File: src/rtl/rand_pkg.sv
`default_nettype none
// ============================================================================
//  Module   : rand_pkg
//  Purpose  : Shared constants, state encoding and the xorshift32 step used
//             by the random-number arbiter and its generator.
//  Revision : 1.0 - initial release
// ============================================================================
package rand_pkg;

  // xorshift32 shift amounts
  localparam int XS_SHL_A = 13;
  localparam int XS_SHR   = 17;
  localparam int XS_SHL_B = 5;

  // xorshift32 has an all-zero fixed point, so a zero seed is replaced
  localparam logic [31:0] ZERO_SEED_SUB = 32'h2545F491;

  // Arbiter response-slot state
  typedef enum logic [0:0] {
    IDLE = 1'b0,
    RESP = 1'b1
  } arb_state_e;

  // One xorshift32 step; all shifts are 32-bit logical and truncated
  function automatic logic [31:0] xorshift32_next(input logic [31:0] x);
    logic [31:0] v;
    v = x;
    v = v ^ (v << XS_SHL_A);
    v = v ^ (v >> XS_SHR);
    v = v ^ (v << XS_SHL_B);
    return v;
  endfunction

endpackage
`default_nettype wire

File: src/rtl/rand_arbiter_if.sv
`default_nettype none
// ============================================================================
//  Module   : rand_arbiter_if
//  Purpose  : Request / response bundle between the requesters and the
//             shared random-number arbiter.
//  Revision : 1.0 - initial release
// ============================================================================
interface rand_arbiter_if #(
  parameter int NUM_REQ = 4
) ();

  logic [NUM_REQ-1:0] REQ_WRITE;
  logic [NUM_REQ-1:0] REQ_READY;
  logic [31:0]        RESP_READ;
  logic [NUM_REQ-1:0] RESP_VALID;
  logic [NUM_REQ-1:0] RESP_ACK;
  logic [15:0]        ISSUED_CNT;

  // Requester side
  modport master (
    output REQ_WRITE,
    output RESP_ACK,
    input  REQ_READY,
    input  RESP_READ,
    input  RESP_VALID,
    input  ISSUED_CNT
  );

  // Arbiter side
  modport slave (
    input  REQ_WRITE,
    input  RESP_ACK,
    output REQ_READY,
    output RESP_READ,
    output RESP_VALID,
    output ISSUED_CNT
  );

endinterface
`default_nettype wire

File: src/rtl/rand32_xorshift.sv
`default_nettype none
// ============================================================================
//  Module   : rand32_xorshift
//  Purpose  : 32-bit xorshift generator state; steps once per ADVANCE.
//  Revision : 1.0 - initial release
// ============================================================================
module rand32_xorshift
  import rand_pkg::*;
#(
  parameter logic [31:0] SEED = 32'h1
) (
  input  wire logic        CLK,
  input  wire logic        RESET,
  input  wire logic        ADVANCE,
  output logic [31:0]      VALUE
);

  localparam logic [31:0] c_SEED_EFF = (SEED == 32'h0) ? ZERO_SEED_SUB : SEED;

  logic [31:0] r_x;

  // Generator state: reload seed on reset, step once per accepted grant
  always_ff @(posedge CLK or posedge RESET) begin
    if (RESET) begin
      r_x <= c_SEED_EFF;
    end else if (ADVANCE) begin
      r_x <= xorshift32_next(r_x);
    end
  end

  assign VALUE = r_x;

endmodule
`default_nettype wire

File: src/rtl/rand_arbiter.sv
`default_nettype none
// ============================================================================
//  Module   : rand_arbiter
//  Purpose  : Round-robin arbiter sharing one xorshift32 source among
//             NUM_REQ requesters (legal range 2..16). One grant per cycle,
//             each value delivered once and held until acknowledged.
//  Revision : 1.0 - initial release
// ============================================================================
module rand_arbiter
  import rand_pkg::*;
#(
  parameter int          NUM_REQ = 4,
  parameter logic [31:0] SEED    = 32'h1
) (
  input  wire logic        CLK,
  input  wire logic        RESET,
  rand_arbiter_if.slave    bus
);

  localparam int IDX_W = (NUM_REQ > 1) ? $clog2(NUM_REQ) : 1;

  arb_state_e         r_state;
  arb_state_e         w_state_next;
  logic [IDX_W-1:0]   r_ptr;
  logic [IDX_W-1:0]   r_g;
  logic [31:0]        r_resp_read;
  logic [NUM_REQ-1:0] r_resp_valid;
  logic [15:0]        r_issued_cnt;

  logic [31:0]        w_x;
  logic               w_found;
  logic [IDX_W-1:0]   w_win;
  logic [IDX_W-1:0]   w_idx;
  logic [IDX_W-1:0]   w_ptr_next;
  logic               w_ack_hit;
  logic               w_slot_free;
  logic               w_grant;

  // Shared generator; it only moves when a request is actually accepted
  rand32_xorshift #(
    .SEED (SEED)
  ) u_gen (
    .CLK     (CLK),
    .RESET   (RESET),
    .ADVANCE (w_grant),
    .VALUE   (w_x)
  );

  // Round-robin scan: first set request at or after ptr, wrapping around
  always_comb begin
    w_found = 1'b0;
    w_win   = '0;
    w_idx   = '0;
    for (int i = 0; i < NUM_REQ; i++) begin
      w_idx = IDX_W'((int'(r_ptr) + i) % NUM_REQ);
      if (!w_found && bus.REQ_WRITE[w_idx]) begin
        w_found = 1'b1;
        w_win   = w_idx;
      end
    end
  end

  // Only the current grantee's ack frees the slot; stray acks are ignored
  assign w_ack_hit   = (r_state == RESP) && bus.RESP_ACK[r_g];
  assign w_slot_free = (r_state == IDLE) || w_ack_hit;
  assign w_grant     = w_slot_free && w_found && !RESET;
  assign w_ptr_next  = (w_win == IDX_W'(NUM_REQ - 1)) ? '0 : (w_win + IDX_W'(1));

  assign bus.REQ_READY  = w_grant ? (NUM_REQ'(1) << w_win) : '0;
  assign bus.RESP_READ  = r_resp_read;
  assign bus.RESP_VALID = r_resp_valid;
  assign bus.ISSUED_CNT = r_issued_cnt;

  // State register
  always_ff @(posedge CLK or posedge RESET) begin
    if (RESET) begin
      r_state <= IDLE;
    end else begin
      r_state <= w_state_next;
    end
  end

  // Next state: a grant always (re)enters RESP; an ack without a grant drains
  always_comb begin
    w_state_next = r_state;
    case (r_state)
      IDLE: begin
        if (w_grant) begin
          w_state_next = RESP;
        end
      end
      RESP: begin
        if (w_grant) begin
          w_state_next = RESP;
        end else if (w_ack_hit) begin
          w_state_next = IDLE;
        end
      end
      default: w_state_next = IDLE;
    endcase
  end

  // Response registers, grantee and priority pointer
  always_ff @(posedge CLK or posedge RESET) begin
    if (RESET) begin
      r_resp_read  <= '0;
      r_resp_valid <= '0;
      r_g          <= '0;
      r_ptr        <= '0;
    end else if (w_grant) begin
      // Generator steps at this same edge, so present the stepped value now
      r_resp_read  <= xorshift32_next(w_x);
      r_resp_valid <= NUM_REQ'(1) << w_win;
      r_g          <= w_win;
      r_ptr        <= w_ptr_next;
    end else if (w_ack_hit) begin
      r_resp_valid <= '0;
    end
  end

  // Delivered-value counter, wraps naturally at 16 bits
  always_ff @(posedge CLK or posedge RESET) begin
    if (RESET) begin
      r_issued_cnt <= '0;
    end else if (w_ack_hit) begin
      r_issued_cnt <= r_issued_cnt + 16'd1;
    end
  end

endmodule
`default_nettype wire

File: src/flat_wrapper.sv
// flat-port wrapper written by rule: the top's interface ports become plain ports
module rand_arbiter_flat import rand_pkg::*;
#(
  parameter int          NUM_REQ = 4,
  parameter logic [31:0] SEED    = 32'h1
)
  (CLK, RESET, bus_REQ_WRITE, bus_RESP_ACK, bus_REQ_READY, bus_RESP_READ, bus_RESP_VALID, bus_ISSUED_CNT);
  rand_arbiter_if #(.NUM_REQ(NUM_REQ)) bus_i ();
  input  wire logic CLK;
  input  wire logic RESET;
  input wire logic [$bits(bus_i.REQ_WRITE)-1:0] bus_REQ_WRITE;
  input wire logic [$bits(bus_i.RESP_ACK)-1:0] bus_RESP_ACK;
  output wire logic [$bits(bus_i.REQ_READY)-1:0] bus_REQ_READY;
  output wire logic [$bits(bus_i.RESP_READ)-1:0] bus_RESP_READ;
  output wire logic [$bits(bus_i.RESP_VALID)-1:0] bus_RESP_VALID;
  output wire logic [$bits(bus_i.ISSUED_CNT)-1:0] bus_ISSUED_CNT;
  assign bus_i.REQ_WRITE = bus_REQ_WRITE;
  assign bus_i.RESP_ACK = bus_RESP_ACK;
  assign bus_REQ_READY = bus_i.REQ_READY;
  assign bus_RESP_READ = bus_i.RESP_READ;
  assign bus_RESP_VALID = bus_i.RESP_VALID;
  assign bus_ISSUED_CNT = bus_i.ISSUED_CNT;
  rand_arbiter #(.NUM_REQ(NUM_REQ), .SEED(SEED)) u_core (.CLK(CLK), .RESET(RESET), .bus(bus_i));
endmodule
File: config.mk
export PLATFORM = sky130hd
export DESIGN_NAME = rand_arbiter_flat
export DESIGN_NICKNAME = d
export VERILOG_FILES = /design/src/rtl/rand_pkg.sv /design/src/rtl/rand_arbiter_if.sv /design/src/rtl/rand32_xorshift.sv /design/src/rtl/rand_arbiter.sv /design/src/flat_wrapper.sv
export SDC_FILE = /design/constraint.sdc
export NUM_CORES = 1
export LEC_CHECK = 0
export CAP_MARGIN = 20
export CORE_MARGIN = 2
export CORE_UTILIZATION = 40
export DETAILED_ROUTE_END_ITERATION = 10
export SLEW_MARGIN = 30
export SYNTH_ARGS = -nofsm -noshare
export SYNTH_HDL_FRONTEND = slang
export SYNTH_SLANG_ARGS = --single-unit
File: constraint.sdc
create_clock -name CLK -period 5.8 [get_ports CLK]
set_clock_uncertainty 0.05 [all_clocks]
set_input_delay 0.58 -clock CLK [delete_from_list [all_inputs] [get_ports CLK]]
set_output_delay 0.58 -clock CLK [all_outputs]
set_load 0.01 [all_outputs]
==> out/metrics.sh <==
MAXIMUM_NUMBER_OF_PINS_ON_ONE_NET_BEFORE_GLOBAL_ROUTE_REPAIR=61
CELLLEAKAGEPOWER_nW=1.85
POST-CTS-SETUP-BUFFERS=0
INSTANCES_NO_FILL=466
FINAL-HOLD-VIOLATION-COUNT=0
SYNTH_WARNINGS=0
CRITPATHBUFINV=2
RUN_STATUS='finished clean'
NETLIST.TOP_CELL.BY_AREA='dfrtp_1'
CP_DOMINANT_CELL_BY_COUNT='clkdlybuf4s50_1'
PLACE.PORT_BUFFERS=65
GR_MET1_DEMAND_RESOURCE=0.210
DRIVE_GT1_FRAC=0.0609
DRTITER0DRC=94
GRT_OVERFLOW_TOTAL=0
CRITPATHLAUNCH='bus_REQ_WRITE[1]'
GR-USAGE-MET3=0.0462
SYNTH_NETS=333
POST_SYNTHESIS_CELL_TYPE_COUNT=39
IRDROPWORSTVDD_mV=0.404
YS_FF_LATCH=58
ROW_COUNT=33
SYN_INST=318
PLACE.DETAILED.INSTANCES=451
DRT-WIRELENGTH-PER-CELL_UM=14.6
CTS.HOLD.BUFFERS_ADDED=0
CRIT_TYPE='primary input to primary output'
DIE_AREA_MM2=0.00938
FINAL_CELL_AREA_MM2=0.00413
POST_SYNTH.CELL_AREA_AVG_UM2=10.8
LIST_OF_CELLS_TRAVERSED_BY_THE_CRITICAL_PATH='clkdlybuf4s50_1 -> or4_1 -> o211a_4 -> and2_1 -> clkdlybuf4s50_1'
REPLACE_CONGESTION=0.747
CRITICAL_PATH_REQUIRED_PS=5170
CP_SLOWEST_CELL='or4_1'
INSERTION_DELAY_PS=330
MIN_FROM='u_core.bus.ISSUED_CNT[15]$_DFFE_PP0P_'
CTS_ROOT_BUF='clkbuf_8'
AREA_OF_PLACED_INSTANCES_MM2=0.00395
MAXCAPVIOLCOUNT=0
SLEW-LIMIT-HEADROOM=0.482
CTSHTREEMAXLEVEL=3
CRIT_PATH_MAX_INCR_DELAY_PS=660
CLK_PIN_SLEW_PS=60
ANTENNA_CELLS=0
NNETSFINAL=372
FINAL.PERIOD_UTILIZATION=0.573
REPORT.POWER.TOTAL_W=0.00279
DETAILROUTE.VIA_COUNT=2224
NUMCLOCKSINKS=58
CRITICAL_PATH_CAPTURE_POINT_TYPE='primary output'
DIE-WIDTH_UM=96.9
CORE-AREA_MM2=0.00830
ANTENNA_LEFT=0
RSZ0062_AT_GRT='no'
INITIAL_UTILIZATION=0.416
FINAL.MIN_CLOCK_PERIOD_PS=3320
PIN_COUNT=66
DRC=0
ROUTED_VIA_DENSITY=4.77
SYNTHESIS.AREA_MM2=0.00345
GR-USAGE-MET2=0.234
GRTUSAGETOTAL=0.154
PLACE.DETAILED.HPWL_MM=4.82
DRTPASS1ITERATIONS=4
AREA.GROWTH.SYNTH_TO_FINAL_PCT=19.8
SLEW_VIOL_FINAL=0
MOSTFREQUENTLAYOUTCELLS='65 x clkdlybuf4s50_1, 57 x dfrtp_1, 45 x xor2_1'
POST_SYNTH_MAIN_AREA_CONTRIBUTORS='dfrtp_1 41%, xor2_1 11%, xnor2_1 11%'
CTS_TREE='done'
ROUTED_WL_MM=6.80
LAYOUT.CELLS.MOST_COMMON='clkdlybuf4s50_1'
LAYOUT.FILLER_CELLS=787
MAX_FREQ_GHz=0.301
GRT_PASS1_VIAS=2266
WORST_R2R_STARTPOINT='u_core.r_g[0]$_DFFE_PP0P_'
NUMBER_OF_ANTENNA_VIOLATIONS_AT_THE_FIRST_CHECK_IN_GLOBAL_ROUTING=0
CRITICAL_PATH_ARRIVAL_PS=2690
CRITICAL_PATH.STARTPOINT_TYPE='primary input'
CLOCK_TREE.BUFFER_DEPTH=2
SEQ_AREA_FRAC_SYNTH=0.421
CTSRESIZECOUNT=0
TIMING.HOLD.WORST.CLASS='flop to flop'
FP.DIEH_UM=96.9
GRT_FIRST_PASS_WIRELENGTH_MM=11.6
FIN_TNS_SETUP_PS=0
CRIT_PATH_MAX_FANOUT=25
TIGHTESTPINTRANSITION_PS=776
GR-MAX-USAGE-LAYER='met2'
CPLARGESTDELAYFAMILY='buffers and inverters'
PWR_DENSITY_CELL_mW_PER_MM2=676
CTS_MADE_BUFFERS=9
YOSYS.AREA.TOP_TYPE_SHARE=0.413
SETUP_VIOL=0
cell families after synthesis:
group                    share of synthesized area
multiplexers                                0.0152
AO/OA/AOI/OAI                               0.0479
buffers and inverters                       0.0907
adder cells (fa/ha/maj)                     0.0181
AND/OR/NAND/NOR                              0.115
flip-flops                                   0.421
XOR/XNOR                                     0.292
power by group:
| group | leakage [nW] | switching [W] | internal [W] |
|---|---|---|---|
| Sequential | 0.710 | 0.000255 | 0.000590 |
| Clock | 0.0920 | 0.000154 | 0.000174 |
| Combinational | 1.05 | 0.000678 | 0.000940 |
| Total | 1.85 | 0.00109 | 0.00170 |
area by class of cell:
| class | instances | area (um^2) | share of cell area |
|---|---|---|---|
| Timing Repair Buffer | 66 | 658 | 0.159 |
| Clock inverter | 3 | 15.0 | 0.00363 |
| Clock buffer | 12 | 155 | 0.0376 |
| Sequential cell | 58 | 1450 | 0.352 |
| Inverter | 7 | 26.3 | 0.00636 |
| Multi-Input combinational cell | 215 | 1690 | 0.410 |
| Tap cell | 105 | 131 | 0.0318 |
metrics by stage:
stage,util,hold slack (ps),setup WS [ps]
after floorplan,-,408,2670
after global placement,0.476,406,2540
after detailed placement,0.476,430,2510
after CTS,0.497,439,2500
after global routing,0.498,465,2390
final,0.498,434,2480
worst register-to-register path, delay by kind of cell, from the launching register on:
| family | cells | cell delay (ps) |
|---|---|---|
| multiplexers | 1 | 640 |
| AO/OA/AOI/OAI | 1 | 560 |
| flip-flops | 1 | 380 |
| XOR/XNOR | 1 | 170 |
| AND/OR/NAND/NOR | 1 | 160 |
flip-flops by register name, indices dropped and copies added (netlist names):
register	count
u_core.bus.RESP_VALID	4
u_core.u_gen.VALUE	32
u_core.r_state	1
u_core.r_ptr	2
u_core.bus.RESP_READ	1
u_core.r_g	2
u_core.bus.ISSUED_CNT	16
layer usage:
metal / wire length, um / vias to the layer above
met2: 3110 / 45
li1: - / 1088
met1: 3340 / 1081
met3: 258 / 10
met5: 0 / -
met4: 89 / 0
synth_stat cells (all sizes together):
cell type,count
buf,36
inv,7
a211o,1
and3,2
nand4bb,1
dfrtp,57
a22oi,3
nand4,1
o21ai,9
or4,1
nor2b,1
o211ai,1
xor3,2
xnor3,8
mux4,1
nand3,7
nand2b,2
a21o,2
clkbuf,2
nor3,5
dfstp,1
and4,2
xor2,45
and2,5
nand2,37
o21bai,1
o211a,1
nor2,14
mux2i,3
o22ai,3
ha,5
xnor2,44
a21oi,2
o31ai,1
nor4,5
worst paths after layout:
path                                                         endpoint  slack, ps  cells after the start
worst min-delay path            u_core.bus.ISSUED_CNT[15]$_DFFE_PP0P_        430                      1
worst max-delay path                                 bus_REQ_READY[3]       2480                      5
min in group asynchronous                 u_core.r_ptr[0]$_DFFE_PP0P_        840                      3
max in group asynchronous          u_core.u_gen.VALUE[19]$_DFFE_PP0P_       4340                      3
worst max register to register     u_core.u_gen.VALUE[19]$_DFFE_PP0P_       3730                      4
worst min register to register  u_core.bus.ISSUED_CNT[15]$_DFFE_PP0P_        430                      1
Power figures use the tool's default switching activity.
